### src/rtl/debounce_scan_scheduler.sv
// debounce_scan_scheduler: time-multiplexed debounce for front-panel inputs.
// One shared counter datapath scans NUM_CH channels round-robin per tick.
//
// Ports:
//   i_CLK, r_Reset       clock, synchronous active-high reset
//   i_Bouncy             raw asynchronous inputs
//   o_Debounced          accepted level per channel
//   o_Event_*            press/release event, valid/ready handshake
//   i_Event_Ready        consumer accepts the pending event
//   o_Scan_Busy          scan FSM not idle
//   o_Overrun            sticky: tick arrived mid-scan (tick dropped)
module debounce_scan_scheduler #(
  parameter int NUM_CH       = 4,
  parameter int TICK_DIV     = 500000,
  parameter int STABLE_TICKS = 10,
  localparam int CHW = (NUM_CH > 1) ? $clog2(NUM_CH) : 1
) (
  input  logic              i_CLK,
  input  logic              r_Reset,
  input  logic [NUM_CH-1:0] i_Bouncy,
  output logic [NUM_CH-1:0] o_Debounced,
  output logic              o_Event_Valid,
  output logic [CHW-1:0]    o_Event_Ch,
  output logic              o_Event_Level,
  input  logic              i_Event_Ready,
  output logic              o_Scan_Busy,
  output logic              o_Overrun
);

  localparam int CW = $clog2(STABLE_TICKS + 1);
  localparam int PW = (TICK_DIV > 1) ? $clog2(TICK_DIV) : 1;

  localparam logic [PW-1:0]  TMAX = PW'(TICK_DIV - 1);
  localparam logic [CW:0]    ST   = (CW + 1)'(STABLE_TICKS);
  localparam logic [CHW-1:0] LAST = CHW'(NUM_CH - 1);

  typedef enum logic [1:0] {
    IDLE = 2'd0,
    SCAN = 2'd1,
    HOLD = 2'd2
  } state_t;

  state_t            r_State;
  state_t            w_Next;

  logic [NUM_CH-1:0] r_Sync1;
  logic [NUM_CH-1:0] r_Sync2;
  logic [NUM_CH-1:0] r_Snap;
  logic [PW-1:0]     r_Presc;
  logic [CW-1:0]     r_Count [NUM_CH];
  logic [CHW-1:0]    r_Ch;

  logic              w_Tick;
  logic              w_Free;
  logic              w_Differ;
  logic              w_Flip;
  logic [CW:0]       w_Cnt_Inc;
  logic              w_Snap_En;
  logic              w_Commit;
  logic              w_Load;

  assign w_Tick    = (r_Presc == TMAX);
  assign w_Free    = !o_Event_Valid || i_Event_Ready;
  assign w_Differ  = r_Snap[r_Ch] ^ o_Debounced[r_Ch];
  assign w_Cnt_Inc = {1'b0, r_Count[r_Ch]} + (CW + 1)'(1);
  assign w_Flip    = w_Differ && (w_Cnt_Inc == ST);

  // State register
  always_ff @(posedge i_CLK) begin
    if (r_Reset) r_State <= IDLE;
    else         r_State <= w_Next;
  end

  // Next-state logic
  always_comb begin
    w_Next = r_State;
    unique case (r_State)
      IDLE: if (w_Tick) w_Next = SCAN;
      SCAN: begin
        if (w_Flip && !w_Free) w_Next = HOLD;
        else if (r_Ch == LAST) w_Next = IDLE;
      end
      HOLD: if (w_Free) w_Next = SCAN;
      default: w_Next = IDLE;
    endcase
  end

  // Output / control decode
  always_comb begin
    o_Scan_Busy = 1'b0;
    w_Snap_En   = 1'b0;
    w_Commit    = 1'b0;
    w_Load      = 1'b0;
    unique case (r_State)
      IDLE: w_Snap_En = w_Tick;
      SCAN: begin
        o_Scan_Busy = 1'b1;
        w_Commit    = !(w_Flip && !w_Free);
        w_Load      = w_Flip && w_Free;
      end
      HOLD: o_Scan_Busy = 1'b1;
      default: o_Scan_Busy = 1'b0;
    endcase
  end

  // Datapath
  always_ff @(posedge i_CLK) begin
    if (r_Reset) begin
      r_Sync1       <= '0;
      r_Sync2       <= '0;
      r_Snap        <= '0;
      r_Presc       <= '0;
      r_Ch          <= '0;
      o_Debounced   <= '0;
      o_Event_Valid <= 1'b0;
      o_Event_Ch    <= '0;
      o_Event_Level <= 1'b0;
      o_Overrun     <= 1'b0;
      for (int i = 0; i < NUM_CH; i++) r_Count[i] <= '0;
    end else begin
      r_Sync1 <= i_Bouncy;
      r_Sync2 <= r_Sync1;
      r_Presc <= w_Tick ? '0 : r_Presc + PW'(1);

      if (w_Tick && r_State != IDLE) o_Overrun <= 1'b1;

      if (w_Snap_En) begin
        r_Snap <= r_Sync2;
        r_Ch   <= '0;
      end

      if (w_Commit) begin
        if (r_Ch != LAST) r_Ch <= r_Ch + CHW'(1);
        if (!w_Differ) begin
          r_Count[r_Ch] <= '0;
        end else if (w_Flip) begin
          r_Count[r_Ch]     <= '0;
          o_Debounced[r_Ch] <= ~o_Debounced[r_Ch];
        end else begin
          r_Count[r_Ch] <= w_Cnt_Inc[CW-1:0];
        end
      end

      // A reload in the same cycle as a handshake keeps the slot full
      if (w_Load) begin
        o_Event_Valid <= 1'b1;
        o_Event_Ch    <= r_Ch;
        o_Event_Level <= r_Snap[r_Ch];
      end else if (o_Event_Valid && i_Event_Ready) begin
        o_Event_Valid <= 1'b0;
      end
    end
  end

endmodule

### config.mk
export PLATFORM = sky130hd
export DESIGN_NAME = debounce_scan_scheduler
export DESIGN_NICKNAME = d
export VERILOG_FILES = /design/src/rtl/debounce_scan_scheduler.sv
export SDC_FILE = /design/constraint.sdc
export NUM_CORES = 1
export LEC_CHECK = 0
export CAP_MARGIN = 25
export CORE_MARGIN = 4
export CORE_UTILIZATION = 58
export DETAILED_ROUTE_END_ITERATION = 12
export PLACE_DENSITY = 0.9
export SYNTH_ARGS = -nofsm -noshare
export SYNTH_HDL_FRONTEND = slang
export SYNTH_SLANG_ARGS = --single-unit
### constraint.sdc
create_clock -name i_CLK -period 3.55 [get_ports i_CLK]
set_input_delay 0.71 -clock i_CLK [delete_from_list [all_inputs] [get_ports i_CLK]]
set_output_delay 0.71 -clock i_CLK [all_outputs]
set_load 0.01 [all_outputs]
== After elaboration in Yosys (flattened, before gate mapping) ==
Memory sizes are Yosys's and may differ from the RTL's. A register that Yosys moved wholly into a read port is not among the register bits.
Cells that the tools add are included.

* Add/subtract/negate cells: 3
* $mul: 0
* Div/mod/pow operators: 0
* $lt $le $gt $ge: 2
* Equal/unequal tests: 9
* Shift operators: 0
* Mux-type cells: 43
* Bitwise logic cells: 4
* Reductions and logical operators: 18

{| class="wikitable"
|+ Operators with widths
! cell !! count
|-
| 1-bit two-way mux || 26
|-
| 19-bit by 1-bit adder with 19-bit output (second input constant) || 1
|-
| 19-bit == test (second input constant) || 1
|-
| 2-bit two-way mux || 9
|-
| 4-bit two-way mux || 3
|-
| 1-bit logical AND || 6
|-
| 2-bit inequality test (second input constant) || 3
|-
| 2-bit case mux with 3 select lines || 1
|-
| 3-bit AND reduction || 2
|-
| 4-bit by 1-bit adder with 5-bit output (second input constant) || 1
|-
| 5-bit by 4-bit == test with 1-bit output (second input constant) || 1
|-
| 1-bit binary-select mux with 2-bit select || 2
|-
| 4-bit bitwise mux || 1
|-
| 2-bit == test (second input constant) || 2
|-
| 2-bit nonzero test || 2
|-
| 2-bit OR reduction || 2
|-
| 4-bit OR reduction || 1
|-
| 1-bit zero test || 3
|-
| 2-bit by 3-bit < comparator with 1-bit output (second input constant) || 1
|-
| 3-bit inequality test (second input constant) || 1
|-
| 2-bit by 1-bit adder with 2-bit output (second input constant) || 1
|-
| 1-bit demux with 2-bit select || 1
|-
| 2-bit by 1-bit == test with 1-bit output (second input constant) || 1
|-
| 2-bit by 1-bit >= comparator with 1-bit output (second input constant) || 1
|-
| 5 further kinds || 6
|}

* Flip-flop bits (word level): 44
* Latch bits: 0
* RAM bits: 16
* Memory bits (read-only): 0
* Bits of input ports: 7
* Memories: 1

{| class="wikitable"
|+ Memories
! memory !! depth !! bits a word !! rd ports !! clocked after Yosys merged registers in !! wr ports !! RTL line !! text
|-
| r_Count || 4 || 4 || 1 || 1 || 4 || 50 || <nowiki>logic [CW-1:0] r_Count [NUM_CH];</nowiki>
|}

== Longest topological paths before layout ==
Gate-level depths: netlist of run 1.

* Depth in word-level cells: 14
* Gate-level depth with buffers: 11
* Mapped depth without buffers: 8

== Worst setup path after synthesis of run 1 ==
No wires, ideal clock.

* Kind: reg2reg
* Start: register r_Ch[0]
* End: memory r_Count[0][3] in the netlist's numbering (data pin)
* Setup time: 0.141 ns
* Arrival: 2.649 ns
* Setup slack: 0.760 ns
* Stages on the path, launching flop included: 11
* Buffers on the path: 2
* Clock period less this slack: 2.790 ns
* Cells stage by stage: dfxtp_1 > buf_6 > buf_6 > mux4_2 > ha_1 > and2_1 > a22oi_1 > o32ai_4 > and2_1 > or3_1 > nor2_1

{| class="wikitable"
|+ RTL lines
! what !! RTL line !! text
|-
| start, declared || 51 || <nowiki>logic [CHW-1:0] r_Ch;</nowiki>
|-
| start signal, assigned || 133 || <nowiki>if (r_Ch != LAST) r_Ch <= r_Ch + CHW'(1);</nowiki>
|-
| end, declared || 50 ||
|}

==> results_dict.tcl, run 1 <==
set metrics [dict create \
    outcome "finished clean" \
    required_ns 3.74 \
    rsz0062_at_grt "false" \
    yosysTopAreaCellShare_pct 32.0 \
    grt_pass1_vias 1922 \
    netlist_instances 269 \
    dr_total_vias 1903 \
    hpwl_mm 3.50 \
    synth_edf_count 16 \
    yosysSeqAreaShare_pct 49.5 \
    clk_pin_slew_ns 0.07 \
    fmax_mhz 348 \
    synth_flop_cell "dfxtp_1" \
    maxCapViolCount 0 \
    clock_skew_ns 0.0107 \
    finalSetupViolCount 0 \
    antenna_found_initial 0 \
    grt.total_usage_pct 18.5 \
    critical_path_arrival_ns 3.07 \
    port_buffers 16 \
    yosys.area.top_type "dfxtp_1" \
    wl_per_cell_um 14.4 \
    grt_pass1_wl_mm 8.51 \
    dr.pass1.iters 4 \
    ys_top_cells_by_area "dfxtp_1 32%, edfxtp_1 17%, nor2_1 7.4%" \
    ctsResizeCount 0 \
    r2r-end "r_Count[1][1]" \
    start_util_pct 61.5 \
    relSlewSlack_pct 56.9 \
    powerDensity_mw_per_mm2 459 \
    drtAntennaViolNets 0 \
    r2r.worst_path.cells 8 \
    clk_latency_ns 0.34 \
    die-area_sq_mm 0.00591 \
    via_per_inst 5.50 \
    hold_class "register to register" \
    wl_mm 4.99 \
    synthDistinctLibCells 39 \
    drive_gt1_share_pct 10.5 \
    postCtsSetupBuffers 0 \
    cts-htree-levels 3 \
    clock_sinks 60 \
    gr-total-overflow 0 \
    met1_usage_pct 20.3 \
    ioPinCount 17 \
    reg2reg_from "r_Ch[0]" \
    nNetsFinal 307 \
    synthesis.nets 287 \
    hp-start "r_Sync1[0]" \
    hold_buffers 0 \
    root_buffer "clkbuf_8" \
    whs_endpoint "r_Sync2[0]" \
    slew_viol_final 0 \
    leakagePower_nw 1.19 \
    hold_depth 1 \
    tightest_slew_ns 0.643 \
    end_kind "register" \
    syn_area_sq_mm 0.00275 \
    cts_tree "built" \
    tns_ns 0 \
    hold_violations 0 \
    drc 0 \
    core-area_sq_mm 0.00447 \
    grt_util_met2_pct 31.7 \
    die_h_um 76.9 \
    yosys_warnings 0 \
    num_antenna_cells 0 \
    grt_max_degree 33 \
    grt-busiest-layer "met2" \
    die_w_um 76.9 \
    synth_common_cells "54 x nor2_1, 44 x dfxtp_1, 16 x edfxtp_1" \
    numCtsBuffers 9 \
    crit_type "register to register" \
    whs_ns 0.452 \
    period_share_pct 81.0 \
    cp_max_fo 5 \
    peakVddDrop_mv 0.340 \
    synth_async_sr_flop_share_pct 0 \
    syn_area_per_cell_sq_um 10.2 \
    num_rows 24 \
    fin_crit_ns 2.88 \
    regToRegSetupSlack_ns 0.67 \
    start_kind "register" \
    synth-seq-cells 60 \
    synth.most_common_cell "nor2_1" \
    gp_congestion 0.900 \
    clk_path_buf_depth 2 \
    drtIter0Drc 146 \
    area_growth_pct 14.5 \
    use_met3_pct 6.67 \
]
## worst max-delay path by stage
| stage | end | startpoint | cells after the start |
|---|---|---|---|
| global route | r_Count[1][1] | r_Ch[0] | 8 |
| global placement | r_Count[1][0] | r_Ch[0] | 8 |
| detailed placement | r_Count[1][1] | r_Ch[0] | 8 |
| CTS | r_Count[1][1] | r_Ch[0] | 8 |
| finish | r_Count[1][1] | r_Ch[0] | 8 |
| floorplan | r_Count[0][3] | r_Ch[0] | 10 |
## worst max-delay path: stages, from the launching register on
cell,delay [ns]
dfxtp_1,0.43
mux4_2,0.59
ha_1,0.29
and2_1,0.18
a22oi_1,0.28
o32ai_4,0.16
and2_1,0.24
or3_1,0.41
nor2_1,0.15
## metrics by stage
step	setup slack, ns	area, sq um	util (%)	power, mW	instances
finish	0.673	3150	70.4	1.45	346
CTS	0.662	3150	70.4	1.46	346
floorplan	0.760	2750	-	0.814	269
global route	0.504	3150	70.4	1.50	346
global placement	0.762	2940	65.7	0.834	330
detailed placement	0.678	2940	65.7	0.838	330
## layer usage
layer	vias to the layer above	routed length [um]
li1	953	-
met1	892	2150
met2	43	2480
met3	15	220
met4	0	134
met5	-	0
## state kept, by name (all words and copies together) (netlist names)
name	count
r_Sync1	4
o_Event_Valid	1
r_Snap	4
r_State	2
o_Debounced	4
r_Presc	19
o_Overrun	1
o_Event_Ch	2
o_Event_Level	1
r_Sync2	4
r_Ch	2
r_Count	16
## cell usage in the layout, fill, tap and decap left out, types with 4 or more instances in the layout
master and n:
nor2_1 54, dfxtp_1 44, clkdlybuf4s50_1 16, edfxtp_1 16, nand2_1 14, inv_1 12
nand3_1 12, xor2_1 11, ha_1 11, nor2b_1 10, mux2i_1 9, xnor2_1 9
clkbuf_8 9, nand2b_1 7, a21oi_1 6, mux4_2 5, and3_1 4, o21ai_0 4
a311oi_1 4
## cells by family (layout without fill, tap and decap cells)
| family | Yosys count | after routing | share of synthesized area (%) |
|---|---|---|---|
| AO/OA/AOI/OAI | 19 | 19 | 5.28 |
| multiplexers | 15 | 15 | 7.78 |
| flip-flops | 60 | 60 | 49.5 |
| adder cells (fa/ha/maj) | 11 | 11 | 5.00 |
| AND/OR/NAND/NOR | 122 | 122 | 22.3 |
| XOR/XNOR | 20 | 20 | 6.37 |
| buffers and inverters | 22 | 47 | 3.82 |
## report_power, final
| part | leakage (nW) | total, mW | internal [mW] | switching, mW |
|---|---|---|---|---|
| Clock | 0.111 | 0.624 | 0.343 | 0.280 |
| Sequential | 0.522 | 0.727 | 0.718 | 0.00930 |
| Combinational | 0.553 | 0.0960 | 0.0429 | 0.0531 |
## final cells by class
| cell class | count | area (sq um) |
|---|---|---|
| Clock buffer | 11 | 174 |
| Clock inverter | 5 | 37.5 |
| Fill cell | 302 | 1320 |
| Inverter | 12 | 45.0 |
| Multi-Input combinational cell | 187 | 1280 |
| Sequential cell | 60 | 1360 |
| Tap cell | 52 | 65.1 |
| Timing Repair Buffer | 19 | 183 |
Power figures use the tool's default switching activity.
==> run 2, diff against run 1 <==
- clock period: 3.55 -> 2.7 ns (I/O delays scaled with it)
==> run 2 against run 1 <==
  * Sequential cell count is the same
  * Critical path depth is the same
  * Clock power grew 22%
  * Final area grew 2.0%
  * Hold slack lost 0.015 ns
  * Worst setup slack lost 0.57 ns
  * Die area is the same
  * Critical path type unchanged
  * Global-route usage grew 0.64 points
  * Non-clock buffer count grew 6
  * Clock skew shrank 0.0067 ns
  * Critical endpoint is now r_Count[0][3]
==> results_dict.tcl, run 2 (synthesis results as in run 1) <==
set metrics [dict create \
    outcome "finished clean" \
    area_growth_pct 16.8 \
    drtIter0Drc 154 \
    hpwl_mm 3.60 \
    via_per_inst 5.64 \
    die_h_um 76.9 \
    switching_power_uw 411 \
    end_kind "register" \
    r2r-end "r_Count[0][3]" \
    peakVddDrop_mv 0.470 \
    grt_max_degree 33 \
    critPathLaunch "r_Count[3][0]" \
    reg2reg_from "r_Count[3][0]" \
    die-area_sq_mm 0.00591 \
    powerDensity_mw_per_mm2 577 \
    die_w_um 76.9 \
    wl_mm 5.13 \
    critPathBufInv 0 \
    r2r.worst_path.cells 8 \
    cts_tree "built" \
    cp.depth 8 \
    clk_pin_slew_ns 0.06 \
    clock_sinks 60 \
    grt_pass1_wl_mm 8.96 \
    clk_latency_ns 0.33 \
    start_util_pct 61.5 \
    largest_register_ffs 19 \
    gp_congestion 0.825 \
    crit_type "register to register" \
    power_frac_clock_pct 41.1 \
    power_mw 1.85 \
    clk_path_buf_depth 2 \
    dp.cells 335 \
    switching_share_pct 22.1 \
    fin_crit_ns 2.60 \
    num_rows 24 \
    maxCapViolCount 0 \
    pre_cts_ws_ns 0.0434 \
    critical_path_arrival_ns 2.78 \
    leakagePower_nw 1.21 \
    num_antenna_cells 0 \
    p_int_mw 1.44 \
    hold_buffers 0 \
    grt_pass1_vias 2056 \
    whs_ns 0.436 \
    root_buffer "clkbuf_8" \
    slew_viol_final 0 \
    tightest_slew_ns 0.489 \
    relSlewSlack_pct 67.3 \
    required_ns 2.88 \
    hold_violations 0 \
    ioPinCount 17 \
    pwr-share-seq_pct 51.6 \
    cpLargestDelayFamily "simple AND/OR/NAND/NOR gates" \
    antenna_found_initial 0 \
    drive_gt1_share_pct 14.7 \
    dr_total_vias 1979 \
    finalWorstSetupSlack_ns 0.105 \
    drtAntennaViolNets 0 \
    regToRegSetupSlack_ns 0.10 \
    worstPathCellList "mux4_2 -> ha_2 -> and2_1 -> a22oi_2 -> o32ai_4 -> and2_2 -> or3_4 -> nor2_1" \
    period_share_pct 96.1 \
    cp_max_fo 5 \
    crit_path_end "r_Count[0][3]" \
    nNetsFinal 313 \
    numCtsBuffers 9 \
    layout_common_cells "54 x nor2_1, 42 x dfxtp_1, 16 x clkdlybuf4s50_1, 16 x edfxtp_1, 14 x nand2_1" \
    dr.pass1.iters 4 \
    cp_slowest_cell "mux4_2" \
    hold_class "register to register" \
    grt.total_usage_pct 19.2 \
    pwr-share-comb_pct 7.3 \
    finalSetupViolCount 0 \
    port_buffers 16 \
    critPathMaxStageDelay_ns 0.54 \
    gr-total-overflow 0 \
    wl_per_cell_um 14.6 \
    top_regs "r_Presc (19), r_Count (16)" \
    fin_cells 351 \
    clock_skew_ns 0.00399 \
    drc 0 \
    start_kind "register" \
    cts-htree-levels 3 \
    core-area_sq_mm 0.00447 \
    largest_register "r_Presc" \
    post-route-util_pct 71.8 \
    fmax_mhz 385 \
    mostFrequentLayoutCell "nor2_1" \
]
[run 2: cell types whose count changed in the layout (fill, tap and decap cells not counted), moves of 2 or more]
| cell | previous run | this run |
|---|---|---|
| or3_1 | 3 | 0 |
| buf_4 | 3 | 9 |
| dfxtp_1 | 44 | 42 |
| inv_6 | 2 | 0 |
| or3_4 | 0 | 3 |
[run 2: stage by stage]
step	setup TNS (ns)	instance area (sq um)
after floorplan	0	2760
after global placement	0	2980
after detailed placement	0	2980
after CTS	0	3180
after global routing	-0.0365	3210
final	0	3210
[run 2: worst min-delay path by stage]
stage                 endpoint       start  cells after the start
CTS                 r_Sync2[3]  r_Sync1[3]                      1
detailed placement  r_Sync2[3]  r_Sync1[3]                      1
floorplan           r_Sync2[0]  r_Sync1[0]                      1
global placement    r_Sync2[0]  r_Sync1[0]                      1
finish              r_Sync2[3]  r_Sync1[3]                      1
global route        r_Sync2[0]  r_Sync1[0]                      1
[run 2: area by class of cell]
class / count / area [sq um]
clock inverter: 3 / 16.3
clock buffer: 12 / 178
sequential: 60 / 1370
tap: 52 / 65.1
multi-input combinational: 187 / 1320
fill: 296 / 1260
inverter: 12 / 45.0
timing repair buffer: 25 / 228
[run 2: worst register-to-register path: stages, from the launching register on]
cell	delay, ns
edfxtp_1	0.39
mux4_2	0.54
ha_2	0.25
and2_1	0.17
a22oi_2	0.22
o32ai_4	0.13
and2_2	0.25
or3_4	0.39
nor2_1	0.12
[run 2: routing by layer]
metal / wire (um) / GRT usage (%) / up-vias / share of wire, %
met5: 0 / 0 / - / 0
met3: 232 / 6.32 / 14 / 4.5
met2: 2670 / 33.7 / 56 / 52
li1: - / - / 962 / -
met1: 2110 / 20.9 / 947 / 41
met4: 108 / 8.33 / 0 / 2.1
[run 2: power groups by stage]
stage	sequential [mW]	clock, mW	combinational, mW
3_5_place_dp	0.976	0	0.131
5_1_grt	0.958	0.833	0.151
2_1_floorplan	0.971	0	0.100
3_3_place_gp	0.974	0	0.127
4_1_cts	0.956	0.785	0.133
6_report	0.957	0.762	0.136
[run 2: timing repair]
| action | in CTS | in global routing |
|---|---|---|
| endpoints found under the hold margin | 0 | 0 |
| resized for setup | 0 | 8 |
| setup endpoints to repair | 0 | 32 |
| setup buffers | 0 | 1 |
